`config.mk`:
```
export PLATFORM = sky130hd
export DESIGN_NAME = serial_pattern_tx
export DESIGN_NICKNAME = d
export VERILOG_FILES = /design/src/rtl/seq_pkg.sv /design/src/rtl/serial_pattern_tx.sv
export SDC_FILE = /design/constraint.sdc
export NUM_CORES = 1
export LEC_CHECK = 0
export BUFFER_PORTS_ARGS = -buffer_cell sky130_fd_sc_hd__buf_2
export CORE_MARGIN = 1
export CORE_UTILIZATION = 49
export CTS_CLUSTER_DIAMETER = 80
export DETAILED_ROUTE_END_ITERATION = 10
export GPL_TIMING_DRIVEN = 0
export PLACE_DENSITY_LB_ADDON = 0.1
export SLEW_MARGIN = 15
export SYNTH_ARGS = -nofsm -noshare
export SYNTH_HDL_FRONTEND = slang
export SYNTH_SLANG_ARGS = --single-unit
```
`constraint.sdc`:
```
create_clock -name clk -period 2.09 [get_ports clk]
set_input_delay 0.1045 -clock clk [delete_from_list [all_inputs] [get_ports clk]]
set_output_delay 0.1045 -clock clk [all_outputs]
set_load 0.02 [all_outputs]
```
`src/rtl/seq_pkg.sv`:
```
// Shared definitions for the serial pattern transmitter and the sequence-detector benches.
// Holds the transmitter state encoding, default geometry and a counter-width helper.
package seq_pkg;

  typedef enum logic [1:0] {
    TX_IDLE  = 2'd0,
    TX_SHIFT = 2'd1,
    TX_GAP   = 2'd2,
    TX_DONE  = 2'd3
  } tx_state_t;

  localparam int DEF_WIDTH   = 8;
  localparam int DEF_CNT_W   = 4;
  localparam int DEF_GAP_LEN = 1;

  // clog2 that never returns 0, so a counter always has at least one bit
  function automatic int cnt_width(input int n);
    return (n > 1) ? $clog2(n) : 1;
  endfunction

endpackage

```
`src/rtl/serial_pattern_tx.sv`:
```
// Serial bit-pattern transmitter: accepts a word plus repeat count, shifts it out MSB first
// with data_valid, optionally separating copies with zero-filled gap bits.
import seq_pkg::*;

module serial_pattern_tx #(
  parameter int WIDTH   = DEF_WIDTH,
  parameter int CNT_W   = DEF_CNT_W,
  parameter int GAP_LEN = DEF_GAP_LEN
) (
  input  logic             clk,
  input  logic             reset_n,
  input  logic             load_valid,
  output logic             load_ready,
  input  logic [WIDTH-1:0] load_data,
  input  logic [CNT_W-1:0] load_repeat,
  input  logic             abort,
  output logic             data_out,
  output logic             data_valid,
  output logic             busy,
  output logic             done,
  output logic [1:0]       dbg_state
);

  localparam int BIT_W = cnt_width(WIDTH);
  localparam int GAP_W = cnt_width(GAP_LEN + 1);
  localparam logic [BIT_W-1:0] BIT_LAST = BIT_W'(WIDTH - 1);
  localparam logic [GAP_W-1:0] GAP_LAST = GAP_W'((GAP_LEN > 0) ? GAP_LEN - 1 : 0);

  // Handshake: a word is taken on a rising edge where load_valid && load_ready
  // and abort is low; load_valid while load_ready is low is simply dropped.
  tx_state_t        state_q, state_d;
  logic [WIDTH-1:0] shift_q, shift_d;
  logic [WIDTH-1:0] saved_q, saved_d;
  logic [BIT_W-1:0] bit_cnt_q, bit_cnt_d;
  logic [CNT_W-1:0] rep_q, rep_d;
  logic [GAP_W-1:0] gap_cnt_q, gap_cnt_d;
  logic             load_ready_q, load_ready_d;
  logic             data_out_q, data_out_d;
  logic             data_valid_q, data_valid_d;
  logic             busy_q, busy_d;
  logic             done_q, done_d;
  logic             accept;

  assign accept = load_valid && load_ready_q && !abort;

  always_ff @(posedge clk) begin
    if (!reset_n) begin
      state_q   <= TX_IDLE;
      shift_q   <= '0;
      saved_q   <= '0;
      bit_cnt_q <= '0;
      rep_q     <= '0;
      gap_cnt_q <= '0;
    end else begin
      state_q   <= state_d;
      shift_q   <= shift_d;
      saved_q   <= saved_d;
      bit_cnt_q <= bit_cnt_d;
      rep_q     <= rep_d;
      gap_cnt_q <= gap_cnt_d;
    end
  end

  // shift_q[MSB] is always the bit being driven while in SHIFT
  always_comb begin
    state_d   = state_q;
    shift_d   = shift_q;
    saved_d   = saved_q;
    bit_cnt_d = bit_cnt_q;
    rep_d     = rep_q;
    gap_cnt_d = gap_cnt_q;
    if (abort && (state_q != TX_IDLE)) begin
      state_d = TX_IDLE;
    end else begin
      case (state_q)
        TX_IDLE: begin
          if (accept) begin
            shift_d   = load_data;
            saved_d   = load_data;
            rep_d     = load_repeat;
            bit_cnt_d = BIT_LAST;
            state_d   = TX_SHIFT;
          end
        end
        TX_SHIFT: begin
          if (bit_cnt_q != '0) begin
            shift_d   = {shift_q[WIDTH-2:0], 1'b0};
            bit_cnt_d = bit_cnt_q - BIT_W'(1);
          end else if (rep_q == '0) begin
            state_d = TX_DONE;
          end else begin
            rep_d     = rep_q - CNT_W'(1);
            shift_d   = saved_q;
            bit_cnt_d = BIT_LAST;
            if (GAP_LEN > 0) begin
              state_d   = TX_GAP;
              gap_cnt_d = GAP_LAST;
            end else begin
              state_d = TX_SHIFT;
            end
          end
        end
        TX_GAP: begin
          if (gap_cnt_q == '0) state_d = TX_SHIFT;
          else gap_cnt_d = gap_cnt_q - GAP_W'(1);
        end
        TX_DONE: state_d = TX_IDLE;
        default: state_d = TX_IDLE;
      endcase
    end
  end

  // Outputs are derived from the next state so they register alongside it
  always_comb begin
    load_ready_d = (state_d == TX_IDLE);
    data_valid_d = (state_d == TX_SHIFT) || (state_d == TX_GAP);
    busy_d       = data_valid_d;
    done_d       = (state_d == TX_DONE);
    data_out_d   = (state_d == TX_SHIFT) ? shift_d[WIDTH-1] : 1'b0;
  end

  always_ff @(posedge clk) begin
    if (!reset_n) begin
      load_ready_q <= 1'b0;
      data_out_q   <= 1'b0;
      data_valid_q <= 1'b0;
      busy_q       <= 1'b0;
      done_q       <= 1'b0;
    end else begin
      load_ready_q <= load_ready_d;
      data_out_q   <= data_out_d;
      data_valid_q <= data_valid_d;
      busy_q       <= busy_d;
      done_q       <= done_d;
    end
  end

  assign load_ready = load_ready_q;
  assign data_out   = data_out_q;
  assign data_valid = data_valid_q;
  assign busy       = busy_q;
  assign done       = done_q;
  assign dbg_state  = state_q;

endmodule

```
# Word level (Yosys, flattened, before mapping)
# Cells that the tools add are included.
[totals]
ff_bits = 30
mem_count = 0
input_bits = 16
romBits = 0
latchBits = 0
ram_bits = 0
[op_classes]
n_reduce_logical = 17
shifts = 0
n_bitwise = 1
n_div = 0
muxes = 23
n_lt_le_gt_ge = 0
addsub = 3
n_mul = 0
eq_ne = 10
[op_table]
columns = ["cell", "count"]
rows = [
  ["$mux 8", 4],
  ["$pmux 8 s2", 1],
  ["$mux 4", 3],
  ["$mux 3", 3],
  ["$eq 2x2->1 const B", 4],
  ["$mux 2", 4],
  ["$pmux 2 s4", 1],
  ["$pmux 4 s2", 1],
  ["$reduce_and 4->1", 2],
  ["$ne 2x2->1 const B", 3],
  ["$pmux 3 s2", 1],
  ["$reduce_bool 2->1", 3],
  ["$reduce_and 5->1", 1],
  ["$eq 2x1->1 const B", 2],
  ["$logic_not 2->1", 2],
  ["$logic_not 4->1", 1],
  ["$mux 1", 4],
  ["$sub 4x1->4 const B", 1],
  ["$logic_and 1x1->1", 3],
  ["$ne 3x3->1 const B", 1],
  ["$reduce_and 3->1", 1],
  ["$reduce_bool 3->1", 1],
  ["$sub 3x1->3 const B", 1],
  ["$pmux 1 s2", 1],
  ["other kinds (5)", 5],
]

# Depth between registers and ports, before layout
[logic_depth]
word_depth = 7
ltp_mapped = 9
depth_no_buf = 8

# Worst setup path before layout
# No wires, ideal clock.
[synth_path]
path_kind = "register -> register"
start = "reg rep_q[1]"
end = "reg busy_q (netlist: busy)"
path_buffers = 1
setup_slack_ps = -35
path_stages_with_launch = 10
t_required_ps = 1975
t_arrival_ps = 2010
synth_period_minus_slack_ps = 2125
cell_sequence = "dfxtp_1 > inv_1 > ha_1 > or3b_1 > buf_6 > a21o_1 > a221oi_4 > inv_1 > ha_1 > and2_1"
[synth_between]
elab_chain_cells = 7
elab_cells_between_ends = 8
[synth_rtl]
columns = ["item", "line_no", "source"]
rows = [
  ["start: declaration", "serial_pattern_tx.sv:35", "logic [CNT_W-1:0] rep_q, rep_d;"],
  ["start signal: assignment", "serial_pattern_tx.sv:59", "rep_q <= rep_d;"],
  ["$logic_not 4->1 *", "serial_pattern_tx.sv:89", "end else if (rep_q == '0) begin"],
  ["$mux 1 *", "serial_pattern_tx.sv:89", ""],
  ["$mux 2 *", "serial_pattern_tx.sv:86", "if (bit_cnt_q != '0) begin"],
  ["$pmux 2 s4 *", "serial_pattern_tx.sv:75", "case (state_q)"],
  ["$mux 2 *", "serial_pattern_tx.sv:72", "if (abort && (state_q != TX_IDLE)) begin"],
  ["via state_d[0]", "serial_pattern_tx.sv:31", "tx_state_t state_q, state_d;"],
  ["$eq 2x1->1 or $eq 2x2->1 (tied branches)", "serial_pattern_tx.sv:116", "data_valid_d = (state_d == TX_SHIFT) || (state_d == TX_GAP);"],
  ["$logic_or 1x1->1 *", "serial_pattern_tx.sv:116", ""],
  ["via busy_d", "serial_pattern_tx.sv:40", "logic busy_q, busy_d;"],
  ["end signal: assignment", "serial_pattern_tx.sv:133", "busy_q <= busy_d;"],
  ["end: declaration", "serial_pattern_tx.sv:40", ""],
]
# The timed path passes the listed nets; every way through them passes the cells marked *.
# A chain may end at the register's enable or synchronous reset.

# Final worst setup path
# Ends and elaborated chain as after synthesis.

==> flow_summary.toml <==
[drt]
wl_per_cell_um = 15.87
drt-total-wl_mm = 3.729
vias = 1378
drtPass1Iterations = 4
antenna_violating_nets_post_route = 0
drc = 0
drt_first_iter_violations = 55
detail_route.vias_per_cell = 5.864

[sta]
report.final.hold_viol_count = 0
setup_viol = 0
slew_violations = 0
tns_ps = 0
post_route_clock_period_utilization_pct = 99.18
worst_clock_skew_ps = 6.223
grt_setup_unrepaired = "true"
period_needed_ps = 2073
tightest_slew_ps = 633.4
final_ws_setup_ps = 17.18
hold_ws_ps = 3.919
maxSlewHeadroom_pct = 57.54
maxClockFrequency_mhz = 482.4

[floorplan]
initial_utilization_pct = 51.63
design.core.area_um2 = 2758
rows = 19
floorplan.die.width_um = 55.91
io-pin-count = 23
dieArea_um2 = 3125
die-height_um = 55.91

[clock_tree]
root_buffer = "sky130_fd_sc_hd__clkbuf_4"
clkSinkCount = 29
tritoncts.num_buffers = 5
cts.reportedPaths.clkPinSlew_ps = 100
cts.path.max_buffers = 2
insertion_delay_ps = 340
cts_htree_levels = 2
tritoncts = "yes"

[global_route]
grt_pass1_wl_mm = 6.134
first_global_vias = 1370
initial_antenna_violation_count = 0
largest_net_degree_at_the_start_of_global_routing = 11
grt_use_total_pct = 25.38
grt-ovfl-total = 0

[cells_and_area]
design.final.nets = 225
fin_cells = 235
drive_above_1_share_pct = 25.49
area_growth_pct = 19.95
n_antenna_cell = 0
layout.core_utilization_pct = 61.93

[placement]
place.detailed.instances = 225
routabilityCongestion = 0.7491
buffer_ports.inserted = 21
dp.final_hpwl_mm = 2.488
detailedPlace.worstSlack_ps = -144.5

[logic_synthesis]
most_frequently_used_cell_type_in_the_post_synthesis_netlist = "sky130_fd_sc_hd__dfxtp_1"
syn-num-nets = 195
ys_seq_area_share_pct = 40.77
synth.distinct_cells = 35
yosysTopAreaCell = "sky130_fd_sc_hd__dfxtp_1"
synthDominantCellAreaShare_pct = 40.77
ys_seq_elements = 29
dominantRegCellSynth = "sky130_fd_sc_hd__dfxtp_1"
syn_inst = 173
syn-mean-instance-area_um2 = 8.230
synth.area.top_cells = "sky130_fd_sc_hd__dfxtp_1, sky130_fd_sc_hd__nand2_1, sky130_fd_sc_hd__ha_1"
synth-warning-count = 0
synthesis.area_um2 = 1424
synth_enable_flop_cells = 0
netlist_top_cells_count = "sky130_fd_sc_hd__dfxtp_1, sky130_fd_sc_hd__nand2_1, sky130_fd_sc_hd__a21oi_1, sky130_fd_sc_hd__o21ai_0"
ys_async_sr_fraction_pct = 0

[worst_setup_path]
reg2reg_from = "rep_q[1]$_SDFFE_PN0P_"
critPathCaptureType = "register"
timing.critical_path.fanout_max = 4
critPathKind = "reg2reg"
critical_path.startpoint_type = "register"
worst_ep_arrival_ps = 2310
crit_path_top_delay_cell = "sky130_fd_sc_hd__or3b_4"
worstPathCellList = "inv_2, ha_4, or3b_4, a21o_1, a221oi_4, inv_1, ha_2, and2_1"
setup.reg_to_reg.worst_slack_ps = 20
worst_setup_path_startpoint = "rep_q[1]$_SDFFE_PN0P_"
cp.required_ps = 2330
crit_path_max_incr_delay_ps = 400

[run]
max_capacitance_violation_count = 0

[pwr]
power.static_leakage_nw = 0.6683
ir_drop_uv = 626.0
power_density_nw_per_um2 = 714.5

[min_path]
worstHoldPathType = "in2reg"
holdCritStartpoint = "load_data[7]"

[status]
run_status = "completed"
==> state kept, by name, indices dropped and copies added (netlist names) <==
signal / cells
bit_cnt_q: 3
busy: 1
data_out: 1
dbg_state: 2
done: 1
load_ready: 1
rep_q: 4
saved_q: 8
shift_q: 8
==> layout by cell type (no fill, tap or decap), drive strengths merged, types with 3 or more instances in the layout <==
cell and instances:
nand2b 3, buf 29, ha 6, o21ai 11, dfxtp 29, inv 7
nand2 28, and2 4, a21o 8, nor3 3, clkbuf 13, nand3 8
a21oi 13, nor2 8, a311oi 4, a31oi 8
==> final cells by class <==
| type | instances | area (µm²) |
|---|---|---|
| plain buffers | 9 | 41.29 |
| clock buffers | 7 | 65.06 |
| clock inverters | 1 | 5.005 |
| fillers | 247 | 1050 |
| inverters | 7 | 26.28 |
| multi-input cells | 125 | 802.0 |
| flip-flops and latches | 29 | 583.1 |
| well taps | 31 | 38.79 |
| repair buffers | 26 | 146.4 |
==> metal layers <==
layer	vias up	global-route usage, %	routed length, µm
li1	673	-	-
met1	654	33.43	1703
met2	45	38.90	1727
met3	6	7.907	257
met4	0	10.10	41
met5	-	0	0
==> kinds of logic after synthesis <==
group / synth area share (%)
buffers and inverters: 6.064
AOI/OAI and AO/OA: 26.10
adders and majority gates: 5.272
DFF: 40.77
and+or+nand+nor: 21.79
==> path summary, 6_finish.rpt <==
check | to | cells after the start
max reg2reg | busy$_SDFF_PN0_ | 8
min reg2reg | saved_q[0]$_SDFFE_PN0P_ | 2
min | saved_q[7]$_SDFFE_PN0P_ | 3
max | busy$_SDFF_PN0_ | 8
==> through the flow <==
step | power (mW) | area, µm²
final | 1.220 | 1708
after global routing | 1.266 | 1708
after CTS | 1.208 | 1702
after detailed placement | 0.8016 | 1570
after global placement | 0.7921 | 1570
after floorplan | 0.7379 | 1426
==> what timing repair did <==
item                                    CTS  global route
gates resized for setup                  10             4
endpoints found under the setup margin    4            13
hold buffers                              0             0
buffers inserted                          4             1
pin swaps                                 4             3
==> report_power, final <==
part	internal (mW)	total, mW	switching [mW]
combinational	0.0825	0.214	0.131
sequential	0.579	0.596	0.0169
clock	0.195	0.410	0.216
total	0.857	1.22	0.364
==> worst max-delay path, delay by kind of cell, from the launching register on <==
family                   cells  cell delay (ps)
AO/OA/AOI/OAI                2              510
AND/OR/NAND/NOR              2              550
flip-flops                   1              330
adder cells (fa/ha/maj)      2              410
buffers and inverters        2              160
No activity file was read; power rests on OpenSTA's default activity.
